<file path="config.mk">
export PLATFORM = sky130hd
export DESIGN_NAME = sensor_hub
export DESIGN_NICKNAME = d
export VERILOG_FILES = /design/src/rtl/sensor_hub_pkg.sv /design/src/rtl/sensor_hub_fifo.sv /design/src/rtl/sensor_hub.sv
export SDC_FILE = /design/constraint.sdc
export NUM_CORES = 1
export LEC_CHECK = 0
export BUFFER_PORTS_ARGS = -buffer_cell sky130_fd_sc_hd__buf_4
export CORE_MARGIN = 2
export CORE_UTILIZATION = 62
export CTS_BUF_LIST = sky130_fd_sc_hd__clkbuf_8
export DETAILED_ROUTE_END_ITERATION = 6
export PLACE_DENSITY = 0.92
export SLEW_MARGIN = 20
export SYNTH_ARGS = -nofsm -noshare
export SYNTH_HDL_FRONTEND = slang
export SYNTH_HIERARCHICAL = 1
export SYNTH_SLANG_ARGS = --single-unit
</file>
<file path="constraint.sdc">
create_clock -name clock -period 8.6 [get_ports clock]
set_input_delay 0.43 -clock clock [delete_from_list [all_inputs] [get_ports clock]]
set_output_delay 0.43 -clock clock [all_outputs]
set_load 0.01 [all_outputs]
</file>
<file path="src/rtl/sensor_hub_pkg.sv">
// sensor_hub_pkg: shared types and constants for sensor_hub.
//   state_e       dispatch FSM states
//   RSP_*         response codes generated by the hub itself
//   FRAME_BYTES   bytes per RX frame (3 when SENSOR_HUB_CHECKSUM_EN is defined)
//   fifo_entry_t  request FIFO entry {addr, cmd, err}
package sensor_hub_pkg;

  typedef enum logic [1:0] {
    ST_IDLE,
    ST_ISSUE,
    ST_WAIT,
    ST_SEND
  } state_e;

  localparam logic [7:0] RSP_BAD_ADDR = 8'hE0;
  localparam logic [7:0] RSP_TIMEOUT  = 8'hE1;
  localparam logic [7:0] RSP_BAD_CSUM = 8'hE2;

`ifdef SENSOR_HUB_CHECKSUM_EN
  localparam int unsigned FRAME_BYTES = 3;
`else
  localparam int unsigned FRAME_BYTES = 2;
`endif

  typedef struct packed {
    logic [7:0] addr;
    logic [7:0] cmd;
    logic       err;
  } fifo_entry_t;

  localparam int unsigned ENTRY_W = $bits(fifo_entry_t);

endpackage

</file>
<file path="src/rtl/sensor_hub_fifo.sv">
// sync_fifo: single-clock FIFO with registered storage and full/empty flags.
// A push while full is accepted only when a pop happens in the same cycle.
//   clock, reset        clock and synchronous active-high reset
//   push, push_data     write request and data
//   pop, pop_data       read request; pop_data shows the head entry
//   full, empty         occupancy flags
module sync_fifo #(
  parameter int unsigned WIDTH = 8,
  parameter int unsigned DEPTH = 4
) (
  input  logic             clock,
  input  logic             reset,
  input  logic             push,
  input  logic [WIDTH-1:0] push_data,
  input  logic             pop,
  output logic [WIDTH-1:0] pop_data,
  output logic             full,
  output logic             empty
);

  localparam int unsigned PTR_W = (DEPTH > 1) ? $clog2(DEPTH) : 1;
  localparam int unsigned CNT_W = $clog2(DEPTH + 1);

  logic [WIDTH-1:0] mem_q [DEPTH];
  logic [PTR_W-1:0] wr_ptr_q, wr_ptr_d;
  logic [PTR_W-1:0] rd_ptr_q, rd_ptr_d;
  logic [CNT_W-1:0] count_q, count_d;
  logic             do_push, do_pop;

  always_comb begin
    empty    = (count_q == '0);
    full     = (count_q == CNT_W'(DEPTH));
    do_pop   = pop && !empty;
    do_push  = push && (!full || do_pop);
    wr_ptr_d = wr_ptr_q;
    rd_ptr_d = rd_ptr_q;
    count_d  = count_q;
    if (do_push) wr_ptr_d = wr_ptr_q + PTR_W'(1);
    if (do_pop)  rd_ptr_d = rd_ptr_q + PTR_W'(1);
    case ({do_push, do_pop})
      2'b10:   count_d = count_q + CNT_W'(1);
      2'b01:   count_d = count_q - CNT_W'(1);
      default: count_d = count_q;
    endcase
    pop_data = mem_q[rd_ptr_q];
  end

  always_ff @(posedge clock) begin
    if (reset) begin
      wr_ptr_q <= '0;
      rd_ptr_q <= '0;
      count_q  <= '0;
    end else begin
      wr_ptr_q <= wr_ptr_d;
      rd_ptr_q <= rd_ptr_d;
      count_q  <= count_d;
    end
  end

  always_ff @(posedge clock) begin
    if (do_push) mem_q[wr_ptr_q] <= push_data;
  end

endmodule

</file>
<file path="src/rtl/sensor_hub.sv">
// sensor_hub: request/response engine between UART byte streams and N sensors.
// Assembles RX frames {address, command}, queues them, dispatches one at a
// time with a one-hot select, waits with a timeout and serialises
// code + DATA_W/8 data bytes (MSB first) to UART TX.
// Optional feature: SENSOR_HUB_CHECKSUM_EN adds a third frame byte
// (address XOR command); a mismatch queues a 0xE2 error response instead.
//   clock, reset                      clock, synchronous active-high reset
//   rx_valid, rx_data                 received byte stream
//   sensor_sel, sensor_req_valid,
//   sensor_request                    request side to the sensors
//   sensor_rsp_valid, sensor_rsp_code,
//   sensor_rsp_data                   response from the selected sensor
//   tx_valid, tx_data, tx_busy,
//   tx_done                           UART TX handshake
//   fifo_overflow                     sticky frame-dropped flag
module sensor_hub
  import sensor_hub_pkg::*;
#(
  parameter int unsigned NUM_SENSORS    = 32,
  parameter int unsigned DATA_W         = 16,
  parameter int unsigned FIFO_DEPTH     = 4,
  parameter int unsigned TIMEOUT_CYCLES = 2_500_000
) (
  input  logic                   clock,
  input  logic                   reset,
  input  logic                   rx_valid,
  input  logic [7:0]             rx_data,
  output logic [NUM_SENSORS-1:0] sensor_sel,
  output logic                   sensor_req_valid,
  output logic [7:0]             sensor_request,
  input  logic                   sensor_rsp_valid,
  input  logic [7:0]             sensor_rsp_code,
  input  logic [DATA_W-1:0]      sensor_rsp_data,
  output logic                   tx_valid,
  output logic [7:0]             tx_data,
  input  logic                   tx_busy,
  input  logic                   tx_done,
  output logic                   fifo_overflow
);

  localparam int unsigned DATA_BYTES = DATA_W / 8;
  localparam int unsigned PAY_W      = DATA_W + 8;
  localparam int unsigned TMO_W      = $clog2(TIMEOUT_CYCLES + 1);
  localparam int unsigned IDX_W      = $clog2(FRAME_BYTES);

  // Frame assembler
  logic [IDX_W-1:0] asm_idx_q, asm_idx_d;
  logic [7:0]       asm_addr_q, asm_addr_d;
`ifdef SENSOR_HUB_CHECKSUM_EN
  logic [7:0]       asm_cmd_q, asm_cmd_d;
`endif
  logic             fifo_push;
  fifo_entry_t      push_entry;

  // Request FIFO
  logic             fifo_pop, fifo_full, fifo_empty;
  fifo_entry_t      fifo_head;

  // Dispatch / serialiser
  state_e           state_q, state_d;
  logic [7:0]       addr_q, addr_d;
  logic [7:0]       cmd_q, cmd_d;
  logic [PAY_W-1:0] payload_q, payload_d;
  logic [2:0]       left_q, left_d;
  logic             tx_wait_q, tx_wait_d;
  logic [TMO_W-1:0] tmo_q, tmo_d;
  logic             overflow_q, overflow_d;

  always_comb begin
    asm_idx_d  = asm_idx_q;
    asm_addr_d = asm_addr_q;
`ifdef SENSOR_HUB_CHECKSUM_EN
    asm_cmd_d  = asm_cmd_q;
`endif
    fifo_push  = 1'b0;
    push_entry = '0;
    if (rx_valid) begin
      if (asm_idx_q == IDX_W'(FRAME_BYTES - 1)) begin
        asm_idx_d       = '0;
        fifo_push       = 1'b1;
        push_entry.addr = asm_addr_q;
`ifdef SENSOR_HUB_CHECKSUM_EN
        push_entry.cmd  = asm_cmd_q;
        push_entry.err  = (rx_data != (asm_addr_q ^ asm_cmd_q));
`else
        push_entry.cmd  = rx_data;
        push_entry.err  = 1'b0;
`endif
      end else begin
        asm_idx_d = asm_idx_q + IDX_W'(1);
        if (asm_idx_q == '0) asm_addr_d = rx_data;
`ifdef SENSOR_HUB_CHECKSUM_EN
        else asm_cmd_d = rx_data;
`endif
      end
    end
  end

  sync_fifo #(
    .WIDTH (ENTRY_W),
    .DEPTH (FIFO_DEPTH)
  ) u_fifo (
    .clock     (clock),
    .reset     (reset),
    .push      (fifo_push),
    .push_data (push_entry),
    .pop       (fifo_pop),
    .pop_data  (fifo_head),
    .full      (fifo_full),
    .empty     (fifo_empty)
  );

  // A pop only happens when the FIFO is non-empty, so a same-cycle pop
  // always makes room for the push.
  assign overflow_d    = overflow_q | (fifo_push & fifo_full & ~fifo_pop);
  assign fifo_overflow = overflow_q;

  always_comb begin
    state_d          = state_q;
    addr_d           = addr_q;
    cmd_d            = cmd_q;
    payload_d        = payload_q;
    left_d           = left_q;
    tx_wait_d        = tx_wait_q;
    tmo_d            = '0;
    fifo_pop         = 1'b0;
    sensor_req_valid = 1'b0;
    tx_valid         = 1'b0;
    tx_data          = '0;
    case (state_q)
      ST_IDLE: begin
        if (!fifo_empty) begin
          fifo_pop  = 1'b1;
          addr_d    = fifo_head.addr;
          cmd_d     = fifo_head.cmd;
          left_d    = 3'(DATA_BYTES);
          tx_wait_d = 1'b0;
          if (fifo_head.err) begin
            payload_d = {RSP_BAD_CSUM, {DATA_W{1'b0}}};
            state_d   = ST_SEND;
          end else if (32'(fifo_head.addr) >= NUM_SENSORS) begin
            payload_d = {RSP_BAD_ADDR, {DATA_W{1'b0}}};
            state_d   = ST_SEND;
          end else begin
            state_d = ST_ISSUE;
          end
        end
      end
      ST_ISSUE: begin
        sensor_req_valid = 1'b1;
        state_d          = ST_WAIT;
      end
      ST_WAIT: begin
        // Response is checked first so it wins over a same-cycle expiry.
        if (sensor_rsp_valid) begin
          payload_d = {sensor_rsp_code, sensor_rsp_data};
          state_d   = ST_SEND;
        end else if (tmo_q == TMO_W'(TIMEOUT_CYCLES - 1)) begin
          payload_d = {RSP_TIMEOUT, {DATA_W{1'b0}}};
          state_d   = ST_SEND;
        end else begin
          tmo_d = tmo_q + TMO_W'(1);
        end
      end
      ST_SEND: begin
        if (!tx_wait_q) begin
          if (!tx_busy) begin
            tx_valid  = 1'b1;
            tx_data   = payload_q[PAY_W-1 -: 8];
            tx_wait_d = 1'b1;
          end
        end else if (tx_done) begin
          tx_wait_d = 1'b0;
          if (left_q == '0) begin
            state_d = ST_IDLE;
          end else begin
            left_d    = left_q - 3'd1;
            payload_d = payload_q << 8;
          end
        end
      end
      default: state_d = ST_IDLE;
    endcase
  end

  always_comb begin
    sensor_sel     = '0;
    sensor_request = '0;
    if (state_q == ST_ISSUE || state_q == ST_WAIT) begin
      for (int unsigned i = 0; i < NUM_SENSORS; i++) begin
        sensor_sel[i] = (addr_q == 8'(i));
      end
      sensor_request = cmd_q;
    end
  end

  always_ff @(posedge clock) begin
    if (reset) begin
      asm_idx_q  <= '0;
      asm_addr_q <= '0;
`ifdef SENSOR_HUB_CHECKSUM_EN
      asm_cmd_q  <= '0;
`endif
      state_q    <= ST_IDLE;
      addr_q     <= '0;
      cmd_q      <= '0;
      payload_q  <= '0;
      left_q     <= '0;
      tx_wait_q  <= 1'b0;
      tmo_q      <= '0;
      overflow_q <= 1'b0;
    end else begin
      asm_idx_q  <= asm_idx_d;
      asm_addr_q <= asm_addr_d;
`ifdef SENSOR_HUB_CHECKSUM_EN
      asm_cmd_q  <= asm_cmd_d;
`endif
      state_q    <= state_d;
      addr_q     <= addr_d;
      cmd_q      <= cmd_d;
      payload_q  <= payload_d;
      left_q     <= left_d;
      tx_wait_q  <= tx_wait_d;
      tmo_q      <= tmo_d;
      overflow_q <= overflow_d;
    end
  end

endmodule

</file>
==> out/metrics.csv, run 1 <==
metric,value,unit
cts_tree,yes,
root_buffer,clkbuf_8,
arrival,4.29,ns
post_cts_buffers,0,
area_growth,14.7,%
fillCellCount,716,
power,1.75,mW
seq_area,0.00378,mm²
core-area,0.0109,mm²
grt_pass1_vias,4933,
start_util,63.8,%
drc_errors,0,
outcome,finished clean,
antenna_found_initial,0,
drt_iter0_markers,395,
yosys-top-cells-area,"edfxtp_1, dfxtp_1, nand2_1, a21oi_1, nor2_1",
rr_worst_depth,13,
worstReg2RegEnd,u_fifo/count_q[2],
die_h,110,µm
most-common-layout-cells,"buf_4, dfxtp_1, nand2_1",
grt.overflow.total,0,
ir_drop,0.000158,V
hold_viol,0,
fin_nets,759,
io_buffers,88,
ctsHtreeMaxLevel,4,
insertion_delay,0.45,ns
layout_commonest_cell,buf_4,
gp_congestion,0.839,
avgSynthCellArea,10.9,µm²
cap_violations,0,
synth.largest_area_cell,edfxtp_1,
netlist.area_leader.share,29.4,%
fmax,256,MHz
synth_edf_count,68,
rows,38,
dp_hpwl,10200,µm
wl,15000,µm
ys_types,59,
synthArstFlopShare,0,%
min_period,3.91,ns
cts.clk_slew.worst_paths,0.08,ns
worstPathRequired,8.98,ns
rr_startpoint,state_q[0],
fin_crit_sh,45.5,%
timing.setup.tns,0,ns
syn_area,0.00694,mm²
die_w,110,µm
p_leak,2.98,nW
multi_input_area,0.00287,mm²
grt_setup_unrepaired,no,
grt_pass1_wl,23800,µm
vias_per_cell,5.97,
drv_slew,0,
postCtsHoldBufs,0,
post_drt_wl_per_cell,17.5,µm
dieArea,0.0121,mm²
ys_seq_area_share,54.5,%
maxSlewHeadroom,28.5,%
via_count,5129,
io_pins,89,
crit_end,u_fifo/count_q[2],
critPathMaxFanout,19,
grt_max_degree,59,
critical_path.startpoint,state_q[0],
path_class,reg2reg,
cts-resized-gates,0,
endpoint_kind,register,
p_per_area,220,mW/mm²
yosys_warnings,6,
ys_ff_latch,155,
worstMarginPinSlew,1.07,ns
diodes,0,
numCtsBuffers,17,
synthFlopType,dfxtp_1,
ctsLongestPathBuffers,2,
layout-drive-gt1-share,22.1,%
cts_sinks,155,
min_path_type,in2reg,
cp-start-kind,register,
skew,0.0115,ns
fin_util,73.1,%
syn_inst,635,
rrSetupSlack,4.69,ns
gr-usage-all-layers,26.1,%
setup_viol,0,
dr.pass1.iters,5,
ant_nets,0,
## area by class of cell
type / count / share of cell area (%)
clock buffer: 17 / 2.94
clock inverter: 15 / 2.07
tap: 140 / 2.20
inverter: 18 / 0.849
sequential: 155 / 47.5
multi-input combinational: 426 / 36.1
timing repair buffer: 88 / 8.30
## cells by family (layout without fill, tap and decap cells)
logic type / count (synthesis) / count (layout) / share of synthesized area (%)
other: 1 / 4 / 0.0540
AOI/OAI and AO/OA: 101 / 101 / 9.91
and+or+nand+nor: 257 / 257 / 18.3
xor gates and xnor gates: 22 / 22 / 2.78
DFF: 155 / 155 / 54.5
adders and majority gates: 15 / 15 / 2.81
buffers and inverters: 57 / 138 / 4.29
muxes: 27 / 27 / 7.35
## sequential cells by signal, summed over array words and instances (netlist names), named ones only
name / flops
payload_q: 24
u_fifo/rd_ptr_q: 2
asm_addr_q: 8
fifo_overflow: 1
state_q: 2
cmd_q: 8
u_fifo/mem_q: 68
asm_idx_q: 1
u_fifo/count_q: 3
left_q: 3
tmo_q: 22
addr_q: 8
tx_wait_q: 1
u_fifo/wr_ptr_q: 2
## synth_stat cells (all sizes together) (2+ instances only)
library cell	instances
and4	2
or3	5
nor2	68
buf	23
nand2	83
nand2b	8
mux2i	9
a21oi	52
nand3	10
nor2b	5
dfxtp	87
a21boi	3
a311oi	4
o21ai	8
and2	29
a31oi	2
a22oi	11
clkbuf	16
edfxtp	68
nor4	3
inv	17
a211oi	14
and3	22
xor2	18
xnor2	4
mux4	17
nor3b	2
nand4	8
ha	14
nor3	6
nor4b	3
## worst max-delay path: stages (launching register included)
cell	delay, ns
dfxtp_1	0.42
inv_1	0.12
ha_1	0.25
or2b_1	0.56
clkinv_1	0.64
inv_1	0.23
a21boi_2	0.13
inv_1	0.09
ha_1	0.18
inv_1	0.07
fa_1	0.42
xor2_1	0.16
or3_2	0.41
a21oi_1	0.15
## metrics by stage
step,hold slack [ns],cells,area (µm²),setup slack [ns]
finish,0.235,859,7960,4.69
global route,0.219,859,7960,4.39
CTS,0.210,859,7960,4.69
detailed placement,0.442,827,7560,4.70
global placement,0.439,827,7560,4.97
floorplan,0.426,638,6950,5.44
## where the power goes
part           switching [mW]  internal [mW]  leakage [nW]
Sequential             0.0368          0.822          1.34
Combinational           0.209          0.137          1.44
Clock                   0.280          0.263         0.201
Total                   0.526           1.22          2.98
## worst min path at each step
stage	from	to	cells past startpoint
final	rx_data[3]	asm_addr_q[3]	3
after detailed placement	cmd_q[2]	cmd_q[2]	2
after CTS	rx_data[3]	asm_addr_q[3]	3
after global placement	cmd_q[2]	cmd_q[2]	2
after floorplan	tmo_q[0]	tmo_q[0]	1
after global routing	rx_data[1]	asm_addr_q[1]	3
## metal layers
metal	share of wire (%)	vias up	global-route usage, %
met4	1.9	0	7.96
met1	39	2483	32.2
met3	6.9	38	6.99
met2	52	229	45.0
li1	-	2379	-
met5	0	-	0
Note: power is estimated with default switching activity, not from simulation.
==> run 2: changes to the inputs <==
--- a/config.mk
+++ b/config.mk
@@ -7,10 +7,10 @@
 export LEC_CHECK = 0
 export BUFFER_PORTS_ARGS = -buffer_cell sky130_fd_sc_hd__buf_4
 export CORE_MARGIN = 2
-export CORE_UTILIZATION = 62
+export CORE_UTILIZATION = 54
 export CTS_BUF_LIST = sky130_fd_sc_hd__clkbuf_8
 export DETAILED_ROUTE_END_ITERATION = 6
-export PLACE_DENSITY = 0.92
+export PLACE_DENSITY = 0.85
 export SLEW_MARGIN = 20
 export SYNTH_ARGS = -nofsm -noshare
 export SYNTH_HDL_FRONTEND = slang
==> constraint.sdc (replaced) <==
create_clock -name clock -period 3.4 [get_ports clock]
set_input_delay 0.17 -clock clock [delete_from_list [all_inputs] [get_ports clock]]
set_output_delay 0.17 -clock clock [all_outputs]
set_load 0.01 [all_outputs]
==> out/metrics.csv, run 2 (synthesized netlist as in run 1, its figures left out) <==
metric,value,unit,change
met2_length,7700,µm,-1.6%
start_util,55.2,%,-8.5 points
grt_pass1_vias,5049,,+2.4%
insertion_delay,0.45,ns,about the same
cts.clk_slew.worst_paths,0.08,ns,about the same
grt.overflow.total,0,,unchanged
reg_top3,"u_fifo/mem_q: 68 flops, payload_q: 24 flops, tmo_q: 22 flops",,
regMostFlops,u_fifo/mem_q,,
power,4.47,mW,+160%
grt_pass1_wl,24700,µm,+3.6%
crit_chain,inv_1 > ha_1 > nor4b_1 > nand2_1 > or3_1 > nor2_1 > buf_4,,
drt_iter0_markers,390,,-1.3%
vias_per_cell,5.53,,-7.4%
ctsLongestPathBuffers,2,,unchanged
drv_slew,0,,unchanged
post_drt_wl_per_cell,16.2,µm,-7.3%
dp_hpwl,9890,µm,-3.2%
timing.setup.tns,0,ns,unchanged
crit_path_top_delay_cell,nor4b_1,,
critPathMaxFanout,10,,-9
min_path_type,in2reg,,
area_growth,18.6,%,
dp_cells,868,,+5.0%
io_pins,89,,unchanged
dieArea,0.0138,mm²,+14%
cp-start-kind,register,,
numCtsBuffers,17,,unchanged
ir_drop,0.000350,V,+120%
ant_nets,0,,unchanged
gr-usage-all-layers,22.2,%,-3.9 points
setup_viol,0,,unchanged
dr.pass1.iters,5,,unchanged
wl_met3,815,µm,-21%
die_w,117,µm,+6.9%
cts_tree,yes,,
skew,0.0140,ns,+0.00246 ns
gp_congestion,0.777,,-7.4%
outcome,finished clean,,
diodes,0,,unchanged
largest_register_ffs,68,,unchanged
ctsHtreeMaxLevel,4,,unchanged
layout-drive-gt1-share,22.2,%,+0.063 points
layout_commonest_cell,buf_4,,
arrival,2.96,ns,-1.33 ns
die_h,117,µm,+6.9%
maxSlewHeadroom,43.2,%,+15 points
endpoint_kind,primary output,,
wl,14900,µm,-1.1%
grt_max_degree,58,,-1.7%
cts_sinks,155,,unchanged
routed.top_layer,met4,,
min_period,3.13,ns,
cap_violations,0,,unchanged
root_buffer,clkbuf_8,,
p_per_area,543,mW/mm²,+150%
crit_path_max_incr_delay,0.64,ns,about the same
fin_crit_sh,92.1,%,
fmax,319,MHz,
worstMarginPinSlew,0.852,ns,-0.218 ns
path_class,reg2out,,
core-area,0.0126,mm²,+15%
rows,41,,+7.9%
antenna_found_initial,0,,unchanged
worstPathRequired,3.23,ns,-5.75 ns
drc_errors,0,,unchanged
routedLengthMet1,6180,µm,+4.9%
fin_nets,784,,+3.3%
p_leak,3.10,nW,+4.0%
grt_setup_unrepaired,no,,
hold_viol,0,,unchanged
via_count,5066,,-1.2%
post_cts_buffers,0,,unchanged
fin_cells,916,,+6.6%
most-common-layout-cells,"buf_4, dfxtp_1, nand2_1",,
io_buffers,88,,unchanged
==> run 2: changes by cell type in the layout (fill, tap and decap cells not counted), sizes merged <==
| cell | delta |
|---|---|
| dlygate4sd3 | +16 |
| buf | +9 |
| clkinv | -2 |
| bufinv | +1 |
| inv | +1 |
==> run 2: layout make-up <==
type,instances,area [µm²]
inverter,18,67.6
fill,898,4330
timing repair buffer,113,888
sequential,155,3780
clock inverter,15,173
clock buffer,17,234
multi-input combinational,426,2870
tap,172,215
==> run 2: path summary, 6_finish.rpt <==
kind	start	to	slack, ns	cells past startpoint
min	tx_busy	tx_wait_q	0.08	4
min reg2reg	asm_addr_q[1]	asm_addr_q[1]	0.46	2
max	state_q[0]	sensor_sel[18]	0.27	7
max reg2reg	state_q[0]	u_fifo/count_q[2]	0.38	13
==> run 2: report_power, final <==
part           total [mW]  internal, mW  leakage [nW]  switching (mW)
logic               0.893         0.365          1.56           0.528
registers            2.16          2.08          1.34          0.0844
clock network        1.41         0.728         0.209           0.685
total                4.47          3.17          3.10            1.30
==> run 2: per-stage QoR <==
| step | setup slack, ns | hold WS, ns | utilization (%) | instance area, µm² |
|---|---|---|---|---|
| 6_report | 0.269 | 0.0835 | 65.5 | 8230 |
| 5_1_grt | 0.0947 | 0.0890 | 65.5 | 8230 |
| 4_1_cts | 0.282 | 0.0554 | 65.5 | 8230 |
| 3_5_place_dp | 0.434 | 0.436 | 61.0 | 7670 |
| 3_3_place_gp | 0.588 | 0.429 | 61.0 | 7670 |
| 2_1_floorplan | 0.245 | 0.306 | - | 6950 |
==> run 2: timing repair <==
item / CTS / global route
hold buffers: 16 / 0
endpoints found under the setup margin: 0 / 0
resized for setup: 0 / 0
endpoints found under the hold margin: 16 / 0
==> run 2: critical path, delay by kind of cell, from the launching register on <==
family / cells / cell delay, ns
flops: 1 / 0.42
buf+inv: 2 / 0.25
fa+ha+maj: 1 / 0.50
simple gates: 4 / 1.34
==> run 2: layer usage <==
metal  global-route usage (%)  up-vias
met3                     5.79       18
li1                         -     2426
met2                     38.2      174
met5                        0        -
met1                     27.7     2448
met4                     6.55        0
